--- src/rtl/riscv_pkg.sv ---
// Shared definitions for the 5-stage RISC-V core: widths, reset PC, NOP encoding
// and the {pc,instr} fetch word used between fetch and decode.
package riscv_pkg;
  localparam int XLEN = 32;
  localparam logic [XLEN-1:0] RESET_PC_DEFAULT = 32'h0000_0000;
  localparam logic [XLEN-1:0] NOP_INSTR        = 32'h0000_0013;

  typedef struct packed {
    logic [XLEN-1:0] pc;
    logic [XLEN-1:0] instr;
  } fetch_word_t;

  localparam fetch_word_t BUBBLE_WORD = '{pc: '0, instr: NOP_INSTR};

  function automatic logic [XLEN-1:0] word_align(input logic [XLEN-1:0] addr);
    return {addr[XLEN-1:2], 2'b00};
  endfunction
endpackage

--- src/rtl/fetch_hold_buffer.sv ---
// One-entry {pc,instr} buffer that parks the word returning from imem while
// decode is stalled. Clear wins over load.
module fetch_hold_buffer
  import riscv_pkg::*;
(
  input  logic        clk,
  input  logic        reset,
  input  logic        load,
  input  logic        clear,
  input  fetch_word_t load_word,
  output logic        valid,
  output fetch_word_t word
);

  always_ff @(posedge clk) begin
    if (reset) begin
      valid <= 1'b0;
      word  <= BUBBLE_WORD;
    end else if (clear) begin
      valid <= 1'b0;
    end else if (load) begin
      valid <= 1'b1;
      word  <= load_word;
    end
  end

endmodule

--- src/rtl/if_id_stage.sv ---
// Instruction fetch plus IF/ID register: owns the PC, issues one word fetch per
// unstalled cycle to a 1-cycle imem, and survives stalls/flushes without loss.
module if_id_stage
  import riscv_pkg::*;
#(
  parameter logic [XLEN-1:0] RESET_PC = RESET_PC_DEFAULT
) (
  input  logic            clk,
  input  logic            reset,
  input  logic            stall,
  input  logic            flush,
  input  logic [XLEN-1:0] branch_target,
  output logic            imem_req,
  output logic [XLEN-1:0] imem_addr,
  input  logic [XLEN-1:0] imem_rdata,
  output logic            if_id_valid,
  output logic [XLEN-1:0] if_id_pc,
  output logic [XLEN-1:0] if_id_instr
);

  logic [XLEN-1:0] pc_q;
  logic            inflight_valid;
  logic [XLEN-1:0] inflight_pc;

  logic            hold_valid;
  fetch_word_t     hold_word;
  logic            hold_load;
  logic            hold_clear;
  fetch_word_t     inflight_word;

  assign imem_req      = !stall && !flush;
  assign imem_addr     = pc_q;
  assign inflight_word = '{pc: inflight_pc, instr: imem_rdata};

  // The word on imem_rdata is only valid this cycle; park it if decode is stalled.
  assign hold_load  = !flush && stall && inflight_valid && !hold_valid;
  assign hold_clear = flush || (!stall && hold_valid);

  fetch_hold_buffer u_hold (
    .clk       (clk),
    .reset     (reset),
    .load      (hold_load),
    .clear     (hold_clear),
    .load_word (inflight_word),
    .valid     (hold_valid),
    .word      (hold_word)
  );

  always_ff @(posedge clk) begin
    if (reset) begin
      pc_q           <= RESET_PC;
      inflight_valid <= 1'b0;
      inflight_pc    <= '0;
      if_id_valid    <= 1'b0;
      if_id_pc       <= '0;
      if_id_instr    <= NOP_INSTR;
    end else if (flush) begin
      pc_q           <= word_align(branch_target);
      inflight_valid <= 1'b0;
      if_id_valid    <= 1'b0;
      if_id_pc       <= BUBBLE_WORD.pc;
      if_id_instr    <= BUBBLE_WORD.instr;
    end else if (stall) begin
      inflight_valid <= 1'b0;
    end else begin
      inflight_pc    <= pc_q;
      inflight_valid <= 1'b1;
      pc_q           <= pc_q + XLEN'(4);
      // Oldest word first: a parked word predates whatever is in flight.
      if (hold_valid) begin
        if_id_valid <= 1'b1;
        if_id_pc    <= hold_word.pc;
        if_id_instr <= hold_word.instr;
      end else if (inflight_valid) begin
        if_id_valid <= 1'b1;
        if_id_pc    <= inflight_pc;
        if_id_instr <= imem_rdata;
      end else begin
        if_id_valid <= 1'b0;
        if_id_pc    <= BUBBLE_WORD.pc;
        if_id_instr <= BUBBLE_WORD.instr;
      end
    end
  end

endmodule
--- config.mk ---
export PLATFORM = sky130hd
export DESIGN_NAME = if_id_stage
export DESIGN_NICKNAME = d
export VERILOG_FILES = /design/src/rtl/riscv_pkg.sv /design/src/rtl/fetch_hold_buffer.sv /design/src/rtl/if_id_stage.sv
export SDC_FILE = /design/constraint.sdc
export NUM_CORES = 1
export LEC_CHECK = 0
export CAP_MARGIN = 15
export CORE_ASPECT_RATIO = 1.1
export CORE_MARGIN = 4
export CORE_UTILIZATION = 35
export CTS_BUF_LIST = sky130_fd_sc_hd__clkbuf_8
export DETAILED_ROUTE_END_ITERATION = 8
export PLACE_DENSITY = 0.64
export SLEW_MARGIN = 25
export SYNTH_ARGS = -nofsm -noshare
export SYNTH_HDL_FRONTEND = slang
export SYNTH_SLANG_ARGS = --single-unit
--- constraint.sdc ---
create_clock -name clk -period 6 [get_ports clk]
set_clock_uncertainty 0.1 [all_clocks]
set_input_delay 0.9 -clock clk [delete_from_list [all_inputs] [get_ports clk]]
set_output_delay 0.9 -clock clk [all_outputs]
set_load 0.1 [all_outputs]
Word level (Yosys, flattened, before mapping). Index checks and enable logic that the tools add are counted.

Bitwise logic cells: 3. Equal/unequal tests: 1. Multiplexer cells: 9. Add/subtract/negate cells: 1. Reductions and logical operators: 13.

Operators by type and width (count): $mux W32 (6); $add A32 B3 Y32 const B (1); $logic_and A1 B1 Y1 (5); $reduce_and A2 Y1 (2); $reduce_or A2 Y1 (2); $logic_not A1 Y1 (3); $mux W1 (3); $not A1 Y1 (3); $ne A2 B1 Y1 const B (1); $logic_or A1 B1 Y1 (1).

Logic and storage cells: 37. Register bits after elaboration: 195. Output and inout port bits: 98.

Logic depth before layout (Yosys ltp).
Depth after elaboration: 5. Depth in mapped cells: 7. Mapped depth without buffers: 5.

By module. From an unflattened synthesis, not the netlist that was laid out.

Cells, all modules: 990. Area total of the unflattened synthesis: 8737.1 µm².

By module, submodules not included: if_id_stage (area each 5531.6 µm², sequential area each 2522.4 µm², cells an instance 697, instances 1); fetch_hold_buffer (area each 3205.6 µm², sequential area each 1301.2 µm², cells an instance 293, instances 1).

Worst setup path before layout. Ideal clock, no wire load.

Path kind: input to output. Start: input port flush. End: output port imem_req. Required time: 5.000 ns. Path slack: 2.431 ns. Stages: 5. Buffers on the path: 3. Arrival time: 2.569 ns. Cells stage by stage: clkbuf_1 -> or2_2 -> clkbuf_1 -> inv_1 -> clkbuf_1.

Cells in the longest elaborated chain, start to end: 2.

Ends and longest elaborated chain: start: declaration (RTL line if_id_stage.sv:11) `input logic flush,`; $logic_not A1 Y1 (RTL line if_id_stage.sv:31) `assign imem_req = !stall && !flush;`; $logic_and A1 B1 Y1 (RTL line if_id_stage.sv:31); end: declaration (RTL line if_id_stage.sv:13) `output logic imem_req,`.

No other way between the ends.

Worst setup path in the final report. Same ends and word-level chain as after synthesis.

==> metrics.md <==
| Metric | Value |
|---|---|
| Wire length per cell after detailed routing | 15.3 um |
| Number of filler instances in the final layout | 2323 |
| DR vias/cell | 5.11 |
| Startpoint of the worst hold path | u_hold.word[12] |
| Largest cells by area after synthesis | sky130_fd_sc_hd__dfxtp_1, sky130_fd_sc_hd__a21oi_1, sky130_fd_sc_hd__nand2_1 |
| Number of global-route vias before repair | 7089 |
| Share of flip-flops with an asynchronous set or reset after synthesis | 0% |
| Most frequently used flop master after synthesis | sky130_fd_sc_hd__dfxtp_1 |
| Worst Hold Slack | 0.357 ns |
| Yosys top cell by area | sky130_fd_sc_hd__dfxtp_1 |
| Outcome | complete, no violations |
| CTS clock-pin slew for the worst setup and hold paths | 0.08 ns |
| Setup slack of the most critical reg-to-reg path | 3.49 ns |
| Class of the worst hold path | register to register |
| Count of cells resized by post-cts repair | 0 |
| Antenna cell count | 0 |
| Number of warnings printed during yosys synthesis | 0 |
| Full die area | 25700 sq um |
| Sequential standard cell area | 3750 sq um |
| Number of buffers inserted for hold repair after clock tree synthesis | 0 |
| Critical path arrival | 3.09 ns |
| Worst Hold Path EP | u_hold.word[12] |
| Area share of the leading cell type in the synthesized netlist | 46.1% |
| Number of optimization iterations in the first detailed-route pass | 5 |
| Least setup slack across all paths after layout | 1.91 ns |
| Setup repair after global routing missed its margin | no |
| Number of synthesized flops with an enable pin | 0 |
| Post-CTS Repair Setup Buffers | 0 |
| CTS tree | done |
| Synthesized flop and latch total | 187 |
| Synth-to-layout area growth | 26.4% |
| Buffer levels on the longest clock path | 2 |
| Depth of the worst register-to-register path | 5 |
| Internal Pwr Total | 0.00179 W |
| Initial antenna violation count | 0 |
| Register area share after synthesis | 46.1% |
| Logic gate share of total power | 13.3% |
| Worst reg2reg endpoint | imem_addr[20] |
| Num CTS Buffers | 17 |
| Fin. Hold Viols | 0 |
| Required time at the endpoint of the critical path | 5.00 ns |
| Setup TNS | 0 ns |
| Power share of the sequential group | 51.7% |
| Ratio of cells with drive above 1 in the final layout | 5.25% |
| Number of top-level design ports | 166 |
| Power density over cell area | 246 nW/um^2 |
| X dimension of the die | 153 um |
| Syn Area/Cell | 7.59 sq um |
| Port Buffers | 159 |
| Post-placement setup slack | 1.91 ns |
| Slew at the pin closest to its max-slew limit | 1.07 ns |
| Critical path class | primary input to primary output |
| Fmax | 245 MHz |
| Cell Area, Synth | 8110 sq um |
| Minimum period implied by the final worst setup slack | 4.09 ns |
| Floorplan Core Area | 22900 sq um |
| Static Leakage | 3.21 nW |
| Launching element type of the critical path | primary input |
| Post-detailed-placement half-perimeter wirelength | 14.4 mm |
| Global-route wire length before repair | 37.1 mm |
| Max IR drop VDD | 0.103 mV |
| Mapped Cells | 1069 |
| Number of sinks on the clock net | 187 |
| Number of max-slew violations in the final report | 0 |
| Routed wire length | 22.7 mm |
| Endpoint class of the critical path | primary output |
| Via Count | 7572 |
| Max Cap Viol | 0 |
| Switching power total | 0.000730 W |
| Number of nets in the layout | 1237 |
| DRC marker count from the first detailed-route iteration | 455 |
| Instance count along the most critical hold path | 2 |
| Part of the power in the clock network | 35.1% |
| Maximum fanout along the worst path | 32 |
| Multi-input logic area | 3990 sq um |
| Final Setup Violations | 0 |
| Cell at the root of the clock tree | sky130_fd_sc_hd__clkbuf_8 |
| Switching fraction of total power | 28.9% |
| Clock latency on the worst-skew pair | 0.45 ns |
| Number of H-tree levels | 4 |
| Aggregate global-route resource usage | 17.3% |
| Post-route clock period utilization | 68.1% |
| Distinct cell type count of the synthesized netlist | 54 |
| Global route total overflow | 0 |
| Worst slew margin relative to its limit | 28.3% |
| Residual antenna-violating net count after detailed routing | 0 |
| Row Count | 58 |
| Die span in y | 168 um |
| Effective utilization at floorplan | 35.5% |
| Final GP Congestion | 0.806 |
| Most used standard cell by instance count after synthesis | sky130_fd_sc_hd__nand2_1 |
| Number of DRC violations after detailed routing | 0 |
| Most used standard cells in the synthesized netlist | sky130_fd_sc_hd__nand2_1, sky130_fd_sc_hd__a21oi_1, sky130_fd_sc_hd__dfxtp_1, sky130_fd_sc_hd__nor2_1, sky130_fd_sc_hd__clkbuf_1 |
| Largest net degree at the start of global routing | 103 |
| Beginning of the worst register-to-register path | imem_addr[2] |
-- per-layer routing --
metal,part of all wire (%),up-vias,track usage [%]
li1,-,3844,-
met1,48,3495,23.7
met2,46,216,27.7
met3,5.0,17,3.54
met4,1.2,0,4.80
met5,0,-,0
-- worst max-delay path: stages --
cell	delay (ns)
sky130_fd_sc_hd__clkdlybuf4s50_1	0.45
sky130_fd_sc_hd__or2_2	0.54
sky130_fd_sc_hd__inv_1	0.75
sky130_fd_sc_hd__buf_4	0.43
-- final cells by class --
cell class | instances | share of cell area (%)
Clock buffer | 18 | 2.42
Clock inverter | 14 | 1.63
Inverter | 9 | 0.329
Multi-Input combinational cell | 781 | 38.9
Sequential cell | 187 | 36.5
Tap cell | 300 | 3.66
Timing Repair Buffer | 172 | 16.6
-- per-stage QoR --
step / util (%) / area (sq um) / instances / total power [W]
final: 44.9 / 10300 / 1481 / 0.00252
after global routing: 44.9 / 10300 / 1481 / 0.00263
after CTS: 44.9 / 10300 / 1481 / 0.00256
after detailed placement: 43.0 / 9840 / 1449 / 0.00167
after global placement: 43.0 / 9820 / 1447 / 0.00166
after floorplan: - / 8130 / 1072 / 0.00155
-- power groups by stage --
stage / sequential (W) / clock (W) / combinational, W
final: 0.00130 / 0.000884 / 0.000335
after global routing: 0.00131 / 0.000966 / 0.000355
after CTS: 0.00130 / 0.000921 / 0.000337
after detailed placement: 0.00133 / 0 / 0.000336
after global placement: 0.00133 / 0 / 0.000334
after floorplan: 0.00143 / 0 / 0.000120
-- sequential cells by signal (all words and copies together), names as in the netlist --
register	flops
u_hold.word	62
if_id_pc	30
if_id_instr	32
inflight_valid	1
inflight_pc	30
u_hold.valid	1
imem_addr	30
if_id_valid	1
-- kinds of logic after synthesis --
kind of cell,Yosys count,synth area share [%]
mux,2,0.262
xor+xnor,9,0.972
fa+ha+maj,1,0.154
buf+inv,104,5.07
simple gates,493,28.7
flops,187,46.1
other cells,1,0.0462
compound gates,272,18.7
-- worst max path at each step --
stage	slack, ns	cells past startpoint	from	end
finish	1.91	4	flush	imem_req
global route	1.76	4	flush	imem_req
CTS	1.91	4	flush	imem_req
detailed placement	1.91	4	flush	imem_req
global placement	1.92	4	flush	imem_req
floorplan	2.43	5	flush	imem_req
-- placed cells by master, fill, tap and decap left out, types with 3 or more instances in the layout --
cell type	Yosys	final
sky130_fd_sc_hd__nor3_1	10	10
sky130_fd_sc_hd__or3_1	6	6
sky130_fd_sc_hd__clkdlybuf4s50_1	0	156
sky130_fd_sc_hd__nor3b_1	3	3
sky130_fd_sc_hd__xor2_1	3	3
sky130_fd_sc_hd__nand2_1	259	259
sky130_fd_sc_hd__a221oi_1	3	3
sky130_fd_sc_hd__clkinv_2	0	4
sky130_fd_sc_hd__clkbuf_8	0	18
sky130_fd_sc_hd__nor2b_1	3	3
sky130_fd_sc_hd__inv_1	9	10
sky130_fd_sc_hd__buf_4	4	14
sky130_fd_sc_hd__conb_1	1	4
sky130_fd_sc_hd__or4_1	8	8
sky130_fd_sc_hd__a311oi_1	10	10
sky130_fd_sc_hd__nor4_1	5	5
sky130_fd_sc_hd__bufinv_16	0	3
sky130_fd_sc_hd__or2_2	4	4
sky130_fd_sc_hd__a2111oi_0	3	3
sky130_fd_sc_hd__o21ai_0	6	6
sky130_fd_sc_hd__xnor2_1	6	6
sky130_fd_sc_hd__dfxtp_1	187	185
sky130_fd_sc_hd__nor2_1	93	93
sky130_fd_sc_hd__o31ai_1	5	5
sky130_fd_sc_hd__and4_1	4	4
sky130_fd_sc_hd__nand4_1	9	9
sky130_fd_sc_hd__nand3b_1	61	61
sky130_fd_sc_hd__nand3_1	9	9
sky130_fd_sc_hd__a211oi_1	6	6
sky130_fd_sc_hd__and3_1	5	5
sky130_fd_sc_hd__a21oi_1	219	219
sky130_fd_sc_hd__a211o_1	7	7
sky130_fd_sc_hd__inv_6	0	3
(Power assumes the default switching activity.)
